[src/rtl/step_window_tracker.sv]
// step_window_tracker: per-window step statistics for the step-counter display.
// A rising edge of clk2sec closes the current window. The window count, the
// saturating total, the early-window over-rate count and the accumulated
// high-activity seconds then update, and win_valid pulses for one cycle.
`timescale 1ns/1ps

module step_window_tracker #(
  parameter int STEP_MAX         = 9999,
  parameter int RATE_THRESH      = 32,
  parameter int FIRST_WINDOWS    = 5,
  parameter int HIGH_RATE        = 64,
  parameter int HIGH_MIN_WINDOWS = 30
) (
  input  logic        clk100MHz,
  input  logic        reset_n,
  input  logic        clk2sec,
  input  logic        step_in,
  output logic [13:0] total_steps,
  output logic [15:0] win_steps,
  output logic [3:0]  over_cnt,
  output logic [15:0] high_secs,
  output logic        win_valid
);

  // Thresholds are per-second rates, so they are doubled for a 2 s window.
  localparam logic [16:0] RATE_LIM = 17'(2 * RATE_THRESH);
  localparam logic [16:0] HIGH_LIM = 17'(2 * HIGH_RATE);
  localparam logic [16:0] RUN_ADD  = 17'(2 * HIGH_MIN_WINDOWS);
  localparam logic [13:0] STEP_CAP = 14'(STEP_MAX);
  localparam int          WIDX_W   = $clog2(FIRST_WINDOWS + 1);
  localparam logic [WIDX_W-1:0] WIDX_LAST = WIDX_W'(FIRST_WINDOWS);
  localparam int          RUN_W    = $clog2(HIGH_MIN_WINDOWS + 1);
  localparam logic [RUN_W-1:0]  RUN_LAST  = RUN_W'(HIGH_MIN_WINDOWS - 1);

  typedef enum logic [1:0] {S_IDLE, S_RUN, S_ACTIVE} hstate_e;

  hstate_e           state_q, state_d;
  logic              tick_q, step_q;
  logic [15:0]       cur_cnt_q, cur_cnt_d;
  logic [13:0]       total_steps_q, total_steps_d;
  logic [15:0]       win_steps_q, win_steps_d;
  logic [3:0]        over_cnt_q, over_cnt_d;
  logic [15:0]       high_secs_q, high_secs_d;
  logic              win_valid_q, win_valid_d;
  logic [WIDX_W-1:0] widx_q, widx_d;
  logic [RUN_W-1:0]  run_cnt_q, run_cnt_d;

  logic win_end, step_edge, win_high, win_over;

  assign win_end   = clk2sec & ~tick_q;
  assign step_edge = step_in & ~step_q;
  assign win_high  = {1'b0, cur_cnt_q} > HIGH_LIM;
  assign win_over  = {1'b0, cur_cnt_q} > RATE_LIM;

  // Adds to the high-activity seconds, pinning at all-ones on overflow.
  function automatic logic [15:0] sat_add(input logic [15:0] a, input logic [16:0] b);
    logic [16:0] sum;
    sum = {1'b0, a} + b;
    return sum[16] ? 16'hFFFF : sum[15:0];
  endfunction

  // All state registers: edge detectors, counters, window outputs and the FSM.
  always_ff @(posedge clk100MHz or negedge reset_n) begin
    if (!reset_n) begin
      state_q       <= S_IDLE;
      tick_q        <= 1'b0;
      step_q        <= 1'b0;
      cur_cnt_q     <= '0;
      total_steps_q <= '0;
      win_steps_q   <= '0;
      over_cnt_q    <= '0;
      high_secs_q   <= '0;
      win_valid_q   <= 1'b0;
      widx_q        <= '0;
      run_cnt_q     <= '0;
    end else begin
      state_q       <= state_d;
      tick_q        <= clk2sec;
      step_q        <= step_in;
      cur_cnt_q     <= cur_cnt_d;
      total_steps_q <= total_steps_d;
      win_steps_q   <= win_steps_d;
      over_cnt_q    <= over_cnt_d;
      high_secs_q   <= high_secs_d;
      win_valid_q   <= win_valid_d;
      widx_q        <= widx_d;
      run_cnt_q     <= run_cnt_d;
    end
  end

  // Step counting and window close; a step landing on the closing edge opens the next window.
  always_comb begin
    cur_cnt_d     = cur_cnt_q;
    total_steps_d = total_steps_q;
    win_steps_d   = win_steps_q;
    over_cnt_d    = over_cnt_q;
    widx_d        = widx_q;
    win_valid_d   = win_end;
    if (step_edge && total_steps_q < STEP_CAP) total_steps_d = total_steps_q + 14'd1;
    if (win_end) begin
      cur_cnt_d   = step_edge ? 16'd1 : 16'd0;
      win_steps_d = cur_cnt_q;
      if (widx_q < WIDX_LAST) begin
        widx_d = widx_q + WIDX_W'(1);
        if (win_over) over_cnt_d = over_cnt_q + 4'd1;
      end
    end else if (step_edge && cur_cnt_q != 16'hFFFF) begin
      cur_cnt_d = cur_cnt_q + 16'd1;
    end
  end

  // High-activity next state, advanced only when a window closes.
  always_comb begin
    state_d = state_q;
    if (win_end) begin
      case (state_q)
        S_IDLE:   if (win_high) state_d = (HIGH_MIN_WINDOWS == 1) ? S_ACTIVE : S_RUN;
        S_RUN:    if (!win_high) state_d = S_IDLE;
                  else if (run_cnt_q == RUN_LAST) state_d = S_ACTIVE;
        S_ACTIVE: if (!win_high) state_d = S_IDLE;
        default:  state_d = S_IDLE;
      endcase
    end
  end

  // High-activity run length and accumulated seconds for the current state.
  always_comb begin
    run_cnt_d   = run_cnt_q;
    high_secs_d = high_secs_q;
    if (win_end) begin
      case (state_q)
        S_IDLE: begin
          if (win_high) begin
            run_cnt_d = RUN_W'(1);
            if (HIGH_MIN_WINDOWS == 1) high_secs_d = sat_add(high_secs_q, RUN_ADD);
          end
        end
        S_RUN: begin
          if (!win_high) run_cnt_d = '0;
          else if (run_cnt_q == RUN_LAST) high_secs_d = sat_add(high_secs_q, RUN_ADD);
          else run_cnt_d = run_cnt_q + RUN_W'(1);
        end
        S_ACTIVE: begin
          if (!win_high) run_cnt_d = '0;
          else high_secs_d = sat_add(high_secs_q, 17'd2);
        end
        default: run_cnt_d = '0;
      endcase
    end
  end

  assign total_steps = total_steps_q;
  assign win_steps   = win_steps_q;
  assign over_cnt    = over_cnt_q;
  assign high_secs   = high_secs_q;
  assign win_valid   = win_valid_q;

endmodule

[config.mk]
export PLATFORM = sky130hd
export DESIGN_NAME = step_window_tracker
export DESIGN_NICKNAME = d
export VERILOG_FILES = /design/src/rtl/step_window_tracker.sv
export SDC_FILE = /design/constraint.sdc
export NUM_CORES = 1
export LEC_CHECK = 0
export CORE_AREA = 2 2 91 93
export CTS_CLUSTER_DIAMETER = 60
export CTS_CLUSTER_SIZE = 30
export DETAILED_ROUTE_END_ITERATION = 8
export DIE_AREA = 0 0 93 95
export GPL_ROUTABILITY_DRIVEN = 0
export PLACE_DENSITY = 0.79
export REMOVE_ABC_BUFFERS = 1
export SLEW_MARGIN = 20
export SYNTH_ARGS = -nofsm -noshare
export SYNTH_HDL_FRONTEND = slang
export SYNTH_SLANG_ARGS = --single-unit
[constraint.sdc]
create_clock -name clk100MHz -period 2.65 [get_ports clk100MHz]
set_clock_uncertainty 0.15 [all_clocks]
set_input_delay 0.3975 -clock clk100MHz [delete_from_list [all_inputs] [get_ports clk100MHz]]
set_output_delay 0.3975 -clock clk100MHz [all_outputs]
set_load 0.02 [all_outputs]
-- After elaboration in Yosys (flattened, before gate mapping)
Index checks and enable logic that the tools add are counted.
- add/sub/neg operators: 7
- multiply operators: 0
- div/mod/pow operators: 0
- magnitude comparators: 4
- eq/ne operators: 11
- shift operators: 0
- multiplexer cells: 19
- bitwise gates (word level): 4
- reduce and logical (&&, ||, !) cells: 10
- operators by type and width (cell ; count):
    $mux 16 ; 7
    $pmux 16 s2 ; 1
    $mux 5 ; 4
    $add 16x2->17 const B ; 1
    $add 16x6->17 const B ; 1
    $add 16x1->16 const B ; 1
    $gt 16x7->1 const B ; 1
    $gt 16x8->1 const B ; 1
    $ne 16x16->1 const B ; 1
    $pmux 5 s3 ; 1
    $add 14x1->14 const B ; 1
    $lt 14x14->1 const B ; 1
    $ne 2x2->1 const B ; 5
    $mux 2 ; 4
    $reduce_and 4->1 ; 2
    $ne 3x3->1 const B ; 2
    $pmux 2 s3 ; 1
    $add 5x1->5 const B ; 1
    $eq 5x5->1 const B ; 1
    $reduce_and 5->1 ; 1
    $add 4x1->4 const B ; 1
    $reduce_bool 2->1 ; 2
    $add 3x1->3 const B ; 1
    $lt 3x3->1 const B ; 1
    other kinds (9) ; 12
- register bits after elaboration: 79
- bits in latches: 0
- memory bits (writable): 0
- bits in read-only memories: 0
- input bits: 4
- output and inout bits: 51
- word-level logic and storage cells: 66
- memories kept: 0

-- Logic depth before layout (Yosys ltp)
- depth in word-level cells: 5
- gate-level depth with buffers: 8
- depth with buffers taken out: 7

-- Worst setup path before layout
No wires, ideal clock.
- path type: register to register
- start: reg high_secs_q[2] (netlist: high_secs[2])
- end: reg high_secs_q[15] (netlist: high_secs[15])
- setup time: 0.141 ns
- arrival time: 2.216 ns
- data required time: 2.359 ns
- slack: 0.143 ns
- stages on the path, launching flop included: 8
- buffers on the path: 0
- clock period less this slack: 2.507 ns
- cells stage by stage: dfrtp_1 -> inv_1 -> ha_1 -> or3b_2 -> a41oi_1 -> nand2_1 -> a21boi_0 -> a31oi_1
- word-level cells in the longest chain between the ends: 5
- elaborated cells between the ends (all ways): 8
- those cells by class: add/sub (2); mux (6)
- RTL lines (what ; RTL line ; RTL):
    from (decl) ; 43 ; logic [15:0] high_secs_q, high_secs_d;
    from (signal assigned) ; 84 ; high_secs_q <= high_secs_d;
    $add 16x6->17 ; 58 ; sum = {1'b0, a} + b;
    $mux 16 ; 59 ; return sum[16] ? 16'hFFFF : sum[15:0];
    $mux 16 ; 140 ; else if (run_cnt_q == RUN_LAST) high_secs_d = sat_add(high_secs_q, RUN_ADD);
    $mux 16 ; 139 ; if (!win_high) run_cnt_d = '0;
    $pmux 16 s2 (*) ; 131 ; case (state_q)
Mark *: on every way between the ends. The rest lies on a longest branch, timed or not. The select of a mux whose other input is x is not followed.
A chain may end at the register's enable or synchronous reset.

-- Final worst setup path
- start: reg cur_cnt_q[11]
- end: reg state_q[1]
- word-level cells in the longest chain between the ends: 3
- elaborated cells between the ends (all ways): 7
- those cells by class: order compare (1); eq/ne (3); mux (2); reduce/logical (1)
- RTL lines (what ; RTL line ; RTL):
    from (decl) ; 39 ; logic [15:0] cur_cnt_q, cur_cnt_d;
    from (signal assigned) ; 80 ; cur_cnt_q <= cur_cnt_d;
    $gt 16x8->1 (*) ; 52 ; assign win_high = {1'b0, cur_cnt_q} > HIGH_LIM;
    $ne 3x3->1 (no line) (tied with other cells) ; - ;
    $reduce_and 4->1 (no line) or $pmux 2 s3 (tied branches) ; - ;
    to (signal assigned) ; 77 ; state_q <= state_d;
    to (decl) ; 37 ; hstate_e state_q, state_d;
Mark *: on every way between the ends. The rest lies on a longest branch, timed or not.

==> impl_metrics.toml <==
[global_routing]
antenna_found_initial = 0
grt_overflow = 0
grt_pass1_vias = 3375
grt_pass1_wl_um = 15390
grt_max_degree = 43
grtUsageTotal = 0.2163

[placement]
placed_cells = 609
dpl-instance-area_um2 = 4941
io_buffers = 54
dp_slack_ns = 0.1368
dp_hpwl_um = 6472

[timing]
max_freq_ghz = 0.3999
hold_violations = 0
setup_violations = 0
worst_slew_pin_slew_ns = 0.6382
period_minus_slack_ns = 2.501
min_period_over_period = 0.9437
fin_ws_ns = 0.1493
slew_violations = 0
rsz0062_at_grt = "no"
slew_headroom = 0.5746

[cells_and_area]
final_nets = 533
drive_gt1_frac = 0.09634
instances_no_fill = 624
finalInstanceArea_um2 = 5144
diodes = 0
nFillCells = 648
syn2layout_area_growth_pct = 22.68

[floorplan]
core_um2 = 7928
row_count = 33
pin_count = 55
dieArea_um2 = 8835
dieHeight_um = 95
die_w_um = 93
initial_utilization = 0.5289

[clock_network]
clkSlewWorstSetupHoldPaths_ns = 0.08
h-tree-depth = 3
postCtsSetupBuffers = 0
numCtsBuffers = 9
cts_tree = "built"
cts-root-buf = "clkbuf_8"
clk-insertion-delay-late_ns = 0.34
clock_sinks = 79
cts_buffer_depth = 2

[run]
drv_cap = 0

[logic_synthesis]
synth_seq_area_share = 0.4715
synth_cell_type_count = 56
synth_warnings = 0
synth.largest_area_cell = "dfrtp_1"
synth_cells = 448
async_reset_ff_frac = 1.000
synth_top_area_frac = 0.4715
syn_area_um2 = 4193
synth.most_common_cell = "dfrtp_1"
ys_ff_latch = 79
synth_edf_count = 0
synthFlopType = "dfrtp_1"
syn-mean-instance-area_um2 = 9.359
yosys-top-cells-area = "dfrtp_1 (47%), nand2_1 (6.4%), ha_1 (3.9%)"
netlist_top_cells_count = "dfrtp_1 (79), nand2_1 (71), a21oi_1 (28)"

[power_and_ir_drop]
p_per_area_nw_per_um2 = 595.2
p_total_mw = 3.062
leakage_nw = 2.288
ir_worst_vdd_mv = 0.6647

[route]
avgViaCountPerCell = 5.676
drt_pre_antenna_iters = 5
drc = 0
ant_nets = 0
drt_iter0_markers = 199
routed_wl_um = 9174
num_vias = 3542
wl_per_cell_um = 14.70

[setup_path]
worstSetupPathType = "reg2reg"
critPathLaunchType = "register"
end_kind = "register"
r2r_cells = 5
worstPathRequired_ns = 2.72
path_max_fanout = 11
cp.arrival_ns = 2.57

[min_path]
hp-class = "reg2reg"
holdPathStages = 2

[run_status]
status = "completed"
worst paths after layout:
check / startpoint / endpoint / slack [ns]
max: cur_cnt_q[11]$_DFFE_PN0P_ / state_q[1]$_DFFE_PN0P_ / 0.15
min: high_secs[0]$_DFFE_PN0P_ / high_secs[0]$_DFFE_PN0P_ / 0.32
max reg2reg: cur_cnt_q[11]$_DFFE_PN0P_ / state_q[1]$_DFFE_PN0P_ / 0.15
min reg2reg: high_secs[0]$_DFFE_PN0P_ / high_secs[0]$_DFFE_PN0P_ / 0.32
max in group asynchronous: reset_n / cur_cnt_q[12]$_DFFE_PN0P_ / 1.33
min in group asynchronous: reset_n / state_q[1]$_DFFE_PN0P_ / 0.41
final cells by class:
class                   count  area [um^2]  share of cell area
multi-input cells         333         2068              0.4021
flip-flops and latches     79         1977              0.3843
repair buffers             76        718.2              0.1396
clock buffers              10        137.6             0.02676
well taps                 105        131.4             0.02554
inverters                  17        63.81             0.01241
clock inverters             4        47.55            0.009243
registers in the layout (all words and copies together) (netlist names):
| register | flops |
|---|---|
| run_cnt_q | 5 |
| high_secs | 16 |
| cur_cnt_q | 16 |
| over_cnt | 4 |
| state_q | 2 |
| win_valid | 1 |
| tick_q | 1 |
| win_steps | 16 |
| total_steps | 14 |
| step_q | 1 |
| widx_q | 3 |
timing repair:
item,in CTS,in global routing
gates resized for setup,0,1
setup endpoints to repair,0,5
hold endpoints to repair,37,0
hold buffers,1,0
stage by stage:
step | hold slack [ns] | TNS (ns) | utilization
global placement | 0.2486 | 0 | 0.6233
CTS | 0.3216 | 0 | 0.6479
global route | 0.3429 | 0 | 0.6488
detailed placement | 0.2535 | 0 | 0.6233
floorplan | -0.04809 | -1.102 | -
finish | 0.3151 | 0 | 0.6488
placed cells by master, fill, tap and decap left out, drive strengths merged, types with 7 or more instances in the layout:
cell           netlist  layout
dfrtp               79      79
nand2               71      71
clkdlybuf4s50        0      53
a21oi               29      29
nor2                27      27
nand3               24      24
buf                  7      22
inv                 17      17
xnor2               16      16
nor3                14      14
ha                  13      13
o21ai               13      13
and3                11      11
nand4               10      10
clkbuf              12      10
xor2                 9       9
nand2b               7       7
mux2                 7       7
logic make-up (layout without fill, tap and decap cells):
logic type / after synthesis / count (layout) / share of synthesized area
AOI/OAI and AO/OA: 93 / 93 / 0.1465
xor gates and xnor gates: 25 / 25 / 0.05222
adders and majority gates: 13 / 13 / 0.03880
buffers and inverters: 36 / 107 / 0.03700
DFF: 79 / 79 / 0.4715
muxes: 12 / 12 / 0.03074
and+or+nand+nor: 190 / 190 / 0.2232
critical path: stages (launching register included):
cell and delay [ns]:
dfrtp_1 0.45, or4_1 0.54, or2_1 0.40, or3_4 0.44, a21oi_1 0.32, nor2_1 0.09
per-layer routing:
layer | up-vias | track usage | wire [um] | part of all wire
li1 | 1740 | - | - | -
met1 | 1692 | 0.2850 | 4155 | 0.45
met2 | 98 | 0.3623 | 4535 | 0.49
met3 | 12 | 0.03432 | 383 | 0.042
met4 | 0 | 0.08088 | 99 | 0.011
met5 | - | 0 | 0 | 0
where the power goes:
part | total, mW | switching, mW | internal [mW] | leakage [nW]
registers | 1.48 | 0.157 | 1.32 | 1.05
logic | 0.712 | 0.373 | 0.339 | 1.14
clock network | 0.870 | 0.422 | 0.448 | 0.0940
No activity file was read; power rests on OpenSTA's default activity.
